## src/rtl/probador_mux_param.sv

```systemverilog
// Self-checking stimulus generator for N-channel mux DUTs: drives exhaustive or
// LFSR vectors, predicts the mux output, aligns it to the DUT latency and counts mismatches.
module probador_mux_param #(
    parameter int          DATA_W  = 1,
    parameter int          N_CH    = 2,
    parameter int          LAT     = 1,
    parameter int          NUM_VEC = 16,
    parameter logic [15:0] SEED    = 16'd1,
    parameter logic [15:0] TAPS    = 16'hB,
    parameter int          ERR_W   = 8,
    localparam int         SEL_W   = (N_CH > 2) ? $clog2(N_CH) : 1
) (
    input  logic                     clk,
    input  logic                     reset_L,
    input  logic                     start,
    input  logic                     mode,
    input  logic [DATA_W-1:0]        dut_out,
    output logic [N_CH*DATA_W-1:0]   data_in,
    output logic [SEL_W-1:0]         selector,
    output logic                     vec_valid,
    output logic [DATA_W-1:0]        exp_out,
    output logic [ERR_W-1:0]         err_cnt,
    output logic                     busy,
    output logic                     done,
    output logic                     pass
);

    localparam int             DW_ALL     = N_CH * DATA_W;
    localparam int             VW         = SEL_W + DW_ALL;
    localparam logic [VW-1:0]  SEED_V     = SEED[VW-1:0];
    localparam logic [VW-1:0]  TAPS_V     = TAPS[VW-1:0];
    localparam logic [2:0]     DRAIN_INIT = (LAT > 0) ? 3'(LAT - 1) : 3'd0;

    typedef enum logic [1:0] {IDLE, RUN, DRAIN, DONE} state_t;

    state_t            stateReg;
    state_t            stateNext;
    logic [VW-1:0]     vecReg;
    logic [VW-1:0]     lfsrNext;
    logic              vecValidReg;
    logic              modeReg;
    logic [15:0]       vecCount;
    logic [2:0]        drainCnt;
    logic [ERR_W-1:0]  errReg;
    logic              startOk;
    logic              lastVec;
    logic [DATA_W-1:0] expNow;
    logic [DATA_W-1:0] chkExp;
    logic              chkValid;

    assign startOk  = start && ((stateReg == IDLE) || (stateReg == DONE));
    assign lfsrNext = (vecReg >> 1) ^ (vecReg[0] ? TAPS_V : '0);
    // vecCount counts vectors already issued, including the one on the outputs now
    assign lastVec  = modeReg ? (vecCount == 16'(NUM_VEC)) : (vecReg == {VW{1'b1}});

    always_ff @(posedge clk or negedge reset_L) begin
        if (!reset_L) begin
            stateReg <= IDLE;
        end else begin
            stateReg <= stateNext;
        end
    end

    always_comb begin
        stateNext = stateReg;
        case (stateReg)
            IDLE, DONE: if (startOk) stateNext = RUN;
            RUN:        if (lastVec) stateNext = (LAT == 0) ? DONE : DRAIN;
            DRAIN:      if (drainCnt == 3'd0) stateNext = DONE;
            default:    stateNext = IDLE;
        endcase
    end

    always_comb begin
        busy = (stateReg == RUN) || (stateReg == DRAIN);
        done = (stateReg == DONE);
        pass = (stateReg == DONE) && (errReg == '0);
    end

    always_ff @(posedge clk or negedge reset_L) begin
        if (!reset_L) begin
            vecReg      <= '0;
            vecValidReg <= 1'b0;
            modeReg     <= 1'b0;
            vecCount    <= '0;
            drainCnt    <= '0;
        end else if (startOk) begin
            vecReg      <= mode ? SEED_V : '0;
            vecValidReg <= 1'b1;
            modeReg     <= mode;
            vecCount    <= 16'd1;
        end else if (stateReg == RUN) begin
            if (lastVec) begin
                // the last vector stays on data_in/selector, only marked invalid
                vecValidReg <= 1'b0;
                drainCnt    <= DRAIN_INIT;
            end else begin
                vecReg   <= modeReg ? lfsrNext : vecReg + 1'b1;
                vecCount <= vecCount + 16'd1;
            end
        end else if ((stateReg == DRAIN) && (drainCnt != 3'd0)) begin
            drainCnt <= drainCnt - 3'd1;
        end
    end

    assign data_in   = vecReg[DW_ALL-1:0];
    assign selector  = vecReg[VW-1:DW_ALL];
    assign vec_valid = vecValidReg;

    // unused selector codes (selector >= N_CH) predict 0
    always_comb begin
        expNow = '0;
        for (int i = 0; i < N_CH; i++) begin
            if (selector == SEL_W'(i)) expNow = data_in[i*DATA_W +: DATA_W];
        end
    end

    generate
        if (LAT == 0) begin : g_nopipe
            assign chkExp   = expNow;
            assign chkValid = vecValidReg;
        end else begin : g_pipe
            logic [DATA_W-1:0] expPipe [LAT];
            logic [LAT-1:0]    validPipe;

            always_ff @(posedge clk or negedge reset_L) begin
                if (!reset_L) begin
                    validPipe <= '0;
                    for (int i = 0; i < LAT; i++) expPipe[i] <= '0;
                end else begin
                    expPipe[0]   <= expNow;
                    validPipe[0] <= vecValidReg;
                    for (int i = 1; i < LAT; i++) begin
                        expPipe[i]   <= expPipe[i-1];
                        validPipe[i] <= validPipe[i-1];
                    end
                end
            end

            assign chkExp   = expPipe[LAT-1];
            assign chkValid = validPipe[LAT-1];
        end
    endgenerate

    assign exp_out = chkValid ? chkExp : '0;

    always_ff @(posedge clk or negedge reset_L) begin
        if (!reset_L) begin
            errReg <= '0;
        end else if (startOk) begin
            errReg <= '0;
        end else if (chkValid && (dut_out != chkExp) && (errReg != {ERR_W{1'b1}})) begin
            errReg <= errReg + 1'b1;
        end
    end

    assign err_cnt = errReg;

endmodule
```

## config.mk

```make
export PLATFORM = sky130hd
export DESIGN_NAME = probador_mux_param
export DESIGN_NICKNAME = d
export VERILOG_FILES = /design/src/rtl/probador_mux_param.sv
export SDC_FILE = /design/constraint.sdc
export NUM_CORES = 1
export LEC_CHECK = 0
export BUFFER_PORTS_ARGS = -buffer_cell sky130_fd_sc_hd__buf_2
export CORE_AREA = 2 2 112 71
export CTS_CLUSTER_SIZE = 24
export DETAILED_ROUTE_END_ITERATION = 16
export DIE_AREA = 0 0 114 73
export PLACE_DENSITY = 0.49
export REMOVE_ABC_BUFFERS = 1
export SETUP_SLACK_MARGIN = 0.1
export SYNTH_ARGS = -nofsm -noshare
export SYNTH_HDL_FRONTEND = slang
export SYNTH_SLANG_ARGS = --single-unit
```

## constraint.sdc

```tcl
create_clock -name clk -period 2.3 [get_ports clk]
set_input_delay 0.69 -clock clk [delete_from_list [all_inputs] [get_ports clk]]
set_output_delay 0.69 -clock clk [all_outputs]
set_load 0.02 [all_outputs]
```

* Word-level counts from Yosys, hierarchy flattened *
Cells that the tools add are included.

storage, ports and cells
  flip-flop bits (word level) = 36
  bits of input ports = 5
  output and inout bits = 16
  logic and storage cells = 70

operators by class
  $add $sub $neg = 4
  equality and inequality tests = 11
  mux-type cells = 24
  bitwise operators = 2
  reduce and logical (&&, ||, !) cells = 20

operators with widths
  operator                                               count
  two-way mux 16 bit                                     3
  two-way mux 3 bit                                      7
  adder 16 x 1 -> 16 bit (second input constant)         1
  equality test 16 x 5 -> 1 bit (second input constant)  1
  two-way mux 8 bit                                      2
  adder 8 x 1 -> 8 bit (second input constant)           1
  logical NOT 8 bit                                      1
  two-way mux 2 bit                                      4
  != test 2 bit (second input constant)                  4
  != test 8 bit (second input constant)                  1
  nonzero test 2 bit                                     4
  two-way mux 1 bit                                      7
  case mux 2 bit (3 select lines)                        1
  AND reduction 3 bit                                    2
  logical AND 1 bit                                      5
  equality test 2 bit (second input constant)            2
  AND reduction 2 bit                                    2
  adder 3 x 1 -> 3 bit (second input constant)           1
  equality test 3 bit (second input constant)            1
  logical NOT 3 bit                                      1
  nonzero test 3 bit                                     1
  subtractor 3 x 1 -> 3 bit (second input constant)      1
  equality test 2 x 1 -> 1 bit (second input constant)   1
  logical NOT 2 bit                                      1
  other kinds (5)                                        6

* Longest topological paths before layout *
  depth in word-level cells = 6
  depth in mapped cells = 8
  mapped depth without buffers = 6

* Least setup slack after synthesis *
OpenSTA, ideal clock, no wires.

  path kind = reg-to-reg
  from = register vecReg[0]
  to = register vecCount[13]
  library setup time = 0.078 ns
  data arrival time = 1.971 ns
  required time = 2.222 ns
  setup slack = 0.251 ns
  cell stages (with the launch flop) = 9
  path buffers = 2
  period minus slack after synthesis = 2.049 ns
  path through = dfrtp_1 ha_1 ha_1 nand2b_1 buf_6 nand4_4 buf_6 or4_1 a21oi_1

on the way
  longest elaborated chain between the ends = 4

RTL lines
  item                           line  RTL
  start: declaration             38    logic [VW-1:0] vecReg;
  start signal: assignment       88    vecReg <= mode ? SEED_V : '0;
  start signal: assignment       98    vecReg <= modeReg ? lfsrNext : vecReg + 1'b1;
  equality test 3 bit            54    assign lastVec = modeReg ? (vecCount == 16'(NUM_VEC)) : (vecReg == {VW{1'b1}});
  two-way mux 1 bit              54
  != test 2 bit (no line)        --
  AND reduction 2 bit (no line)  --
  end signal: assignment         99    vecCount <= vecCount + 16'd1;
  end: declaration               42    logic [15:0] vecCount;

Every way passes these cells.
A chain may end at the register's enable or synchronous reset.

* Worst setup path in the final report *
  from = register stateReg[0]
  to = output pass

on the way
  longest elaborated chain between the ends = 2

RTL lines
  item                      line  RTL
  start: declaration        36    state_t stateReg;
  start signal: assignment  60    stateReg <= stateNext;
  equality test 2 bit       77    pass = (stateReg == DONE) && (errReg == '0);
  logical AND 1 bit         77
  end: declaration          25    output logic pass

Every way passes these cells.

==> results.yml <==
grt:
  antenna_found_initial: 0
  grt_pass1_wl_mm: 8.67
  grt_pass1_vias: 1664
  overflow: 0
  grt_max_degree: 37
  grtUsageTotal_pct: 13.3
min_path:
  hp-class: "reg2reg"
layout:
  diodes: 0
  multi_input_area_um2: 1140
  final_common_cell: "dfrtp_1"
  drive_above_1_share_pct: 18.0
  fin_area_um2: 2530
  nets: 270
  layout_common_cells: "35 x dfrtp_1, 22 x nand2_1, 20 x buf_2"
  syn_to_final_growth_pct: 19.3
  fillers: 774
  seqCellArea_um2: 902
floorplan:
  fp.coreArea_um2: 7440
  die_y_um: 73
  die_area_um2: 8320
  design.portCount: 21
  die_x_um: 114
  rows: 25
  start_util_pct: 28.5
pwr:
  p_per_area_nw_per_um2: 996
  irDropWorstVdd_mv: 0.399
  total_power_w: 0.00252
  p_leak_nw: 1.12
yosys:
  ys_ff_latch: 36
  ys_seq_area_share_pct: 42.5
  synth_area_um2: 2120
  yosys_warnings: 0
  syn_avg_cell_area_um2: 9.43
  synth_compound_area_share_pct: 17.5
  synth-adder-area-share_pct: 6.49
  ys_types: 45
  synthCells: 225
  synth_top_family_by_area: "simple AND/OR/NAND/NOR gates"
  yosys.area_share.simple_pct: 24.3
  synth.area.mux_share_pct: 1.00
  synth_xor_area_share_pct: 3.72
drt:
  viasPerCell: 5.10
  first_pass_iters: 4
  drc_errors: 0
  routed_wl_mm: 5.07
  drt_iter0_drc: 97
  vias: 1779
  ant_nets: 0
  post_drt_wl_per_cell_um: 14.5
clock_network:
  clock_path_buffers: 2
  postCtsSetupRepairBufs: 0
  cts_resized: 0
  root_buffer: "clkbuf_16"
  path_clk_slew_ns: 0.05
  cts.sink_count: 36
  cts-hold-fix-buffers: 0
  numCtsBuffers: 5
  cts_tree: "yes"
  clkLatencyLatePin_ns: 0.27
  cts_max_level: 2
critical_path:
  path_buf_inv: 1
  setup.worst_path.class: "reg2out"
  cp_top_family: "flip-flops"
  crit_slowest_cell: "dfrtp_2"
  slowest_delay_ns: 0.44
  arrival_ns: 1.41
  path_max_fanout: 5
  endpoint_kind: "primary output"
  crit_chain: "ha_1 -> nor4b_2 -> and4b_1 -> buf_2"
  cp-start-kind: "register"
  critical_path_required_ns: 1.61
placed_design:
  dpl_cell_area_um2: 2370
  portBuffers: 20
  place_ws_ns: 0.189
  dp_hpwl_mm: 3.73
  gp_congestion: 0.731
timing:
  setup_slack_ns: 0.200
  final-setup-viol-count: 0
  report.final.hold_viol_count: 0
  period_share_pct: 91.3
  whs_ns: 0.439
  fin_setup_tns_ns: 0
  skew_ns: 0.00445
  clock.fmax_ghz: 0.476
  rsz0062_at_grt: "true"
  slew_headroom_pct: 60.9
  min_period_ns: 2.10
  maxSlewViolCount: 0
  tightestPinTransition_ns: 0.578
run_status:
  status: "completed"
flow_run:
  maxCapViolCount: 0
## through the flow
stage / std cells / utilization, %
after floorplan: 216 / -
after global placement: 341 / 31.8
after detailed placement: 341 / 31.8
after CTS: 349 / 33.8
after global routing: 349 / 34.0
final: 349 / 34.0
## where the power goes
group / internal [W] / switching [W] / total, W
sequential: 0.000736 / 0.000122 / 0.000857
combinational: 0.000400 / 0.000587 / 0.000987
clock: 0.000427 / 0.000250 / 0.000677
total: 0.00156 / 0.000959 / 0.00252
## cell usage after synthesis (all sizes together)
cell type   n  area [um2]
dfrtp      36         901
nand2      22        82.6
a21oi      19        95.1
nor2       16        60.1
ha         11         138
inv        11        41.3
nand4      10        77.6
o21ai       9        45.0
o31ai       8        60.1
nand3       7        40.0
or4         7        52.6
nor4b       6        58.8
xor2        6        52.6
and2        5        31.3
buf         5        38.8
and3        4        25.0
clkbuf      4        15.0
o21a        4        30.0
a31oi       3        18.8
nor3        3        15.0
o2bb2ai     3        26.3
or3         3        18.8
xnor2       3        26.3
a41o        2        20.0
nand2b      2        12.5
o2111ai     2        17.5
o211ai      2        15.0
o221ai      2        17.5
a21boi      1        7.51
a22o        1        8.76
a311o       1        10.0
and4        1        8.76
and4b       1        10.0
mux2        1        11.3
mux2i       1        10.0
nand4b      1        8.76
nor4        1        6.26
or2b        1        7.51
## cell families (layout without fill, tap and decap cells)
family,count (synthesis),in the layout
buffers and inverters,20,50
and+or+nand+nor,90,90
DFF,36,36
adders and majority gates,11,11
xor gates and xnor gates,9,9
muxes,2,2
AOI/OAI and AO/OA,57,57
## path summary, 6_finish.rpt
check,from,to,cells after the start,slack (ns)
max,stateReg[0],pass,4,0.20
min,vec_valid,chkValid,0,0.44
max reg2reg,vecReg[1],vecCount[15],6,0.23
min reg2reg,vec_valid,chkValid,0,0.44
max in group asynchronous,reset_L,stateReg[0],2,1.48
min in group asynchronous,reset_L,vecCount[10],2,0.46
## sequential cells by signal, indices dropped and copies added (netlist names)
register   cells
stateReg       2
chkExp         1
vec_valid      1
err_cnt        8
vecReg         3
modeReg        1
vecCount      16
chkValid       1
drainCnt       3
## final cells by class
| type | instances | share of cell area (%) |
|---|---|---|
| multi-input cells | 169 | 45.0 |
| flip-flops and latches | 36 | 35.7 |
| repair buffers | 31 | 7.22 |
| clock buffers | 6 | 5.49 |
| well taps | 94 | 4.65 |
| inverters | 11 | 1.63 |
| clock inverters | 2 | 0.396 |
## metal layers
metal	global-route usage (%)	part of all wire (%)	up-vias
li1	-	-	895
met1	21.5	57	853
met2	17.5	39	29
met3	2.49	3.2	2
met4	3.66	0.43	0
met5	0	0	-
No activity file was read; power rests on OpenSTA's default activity.
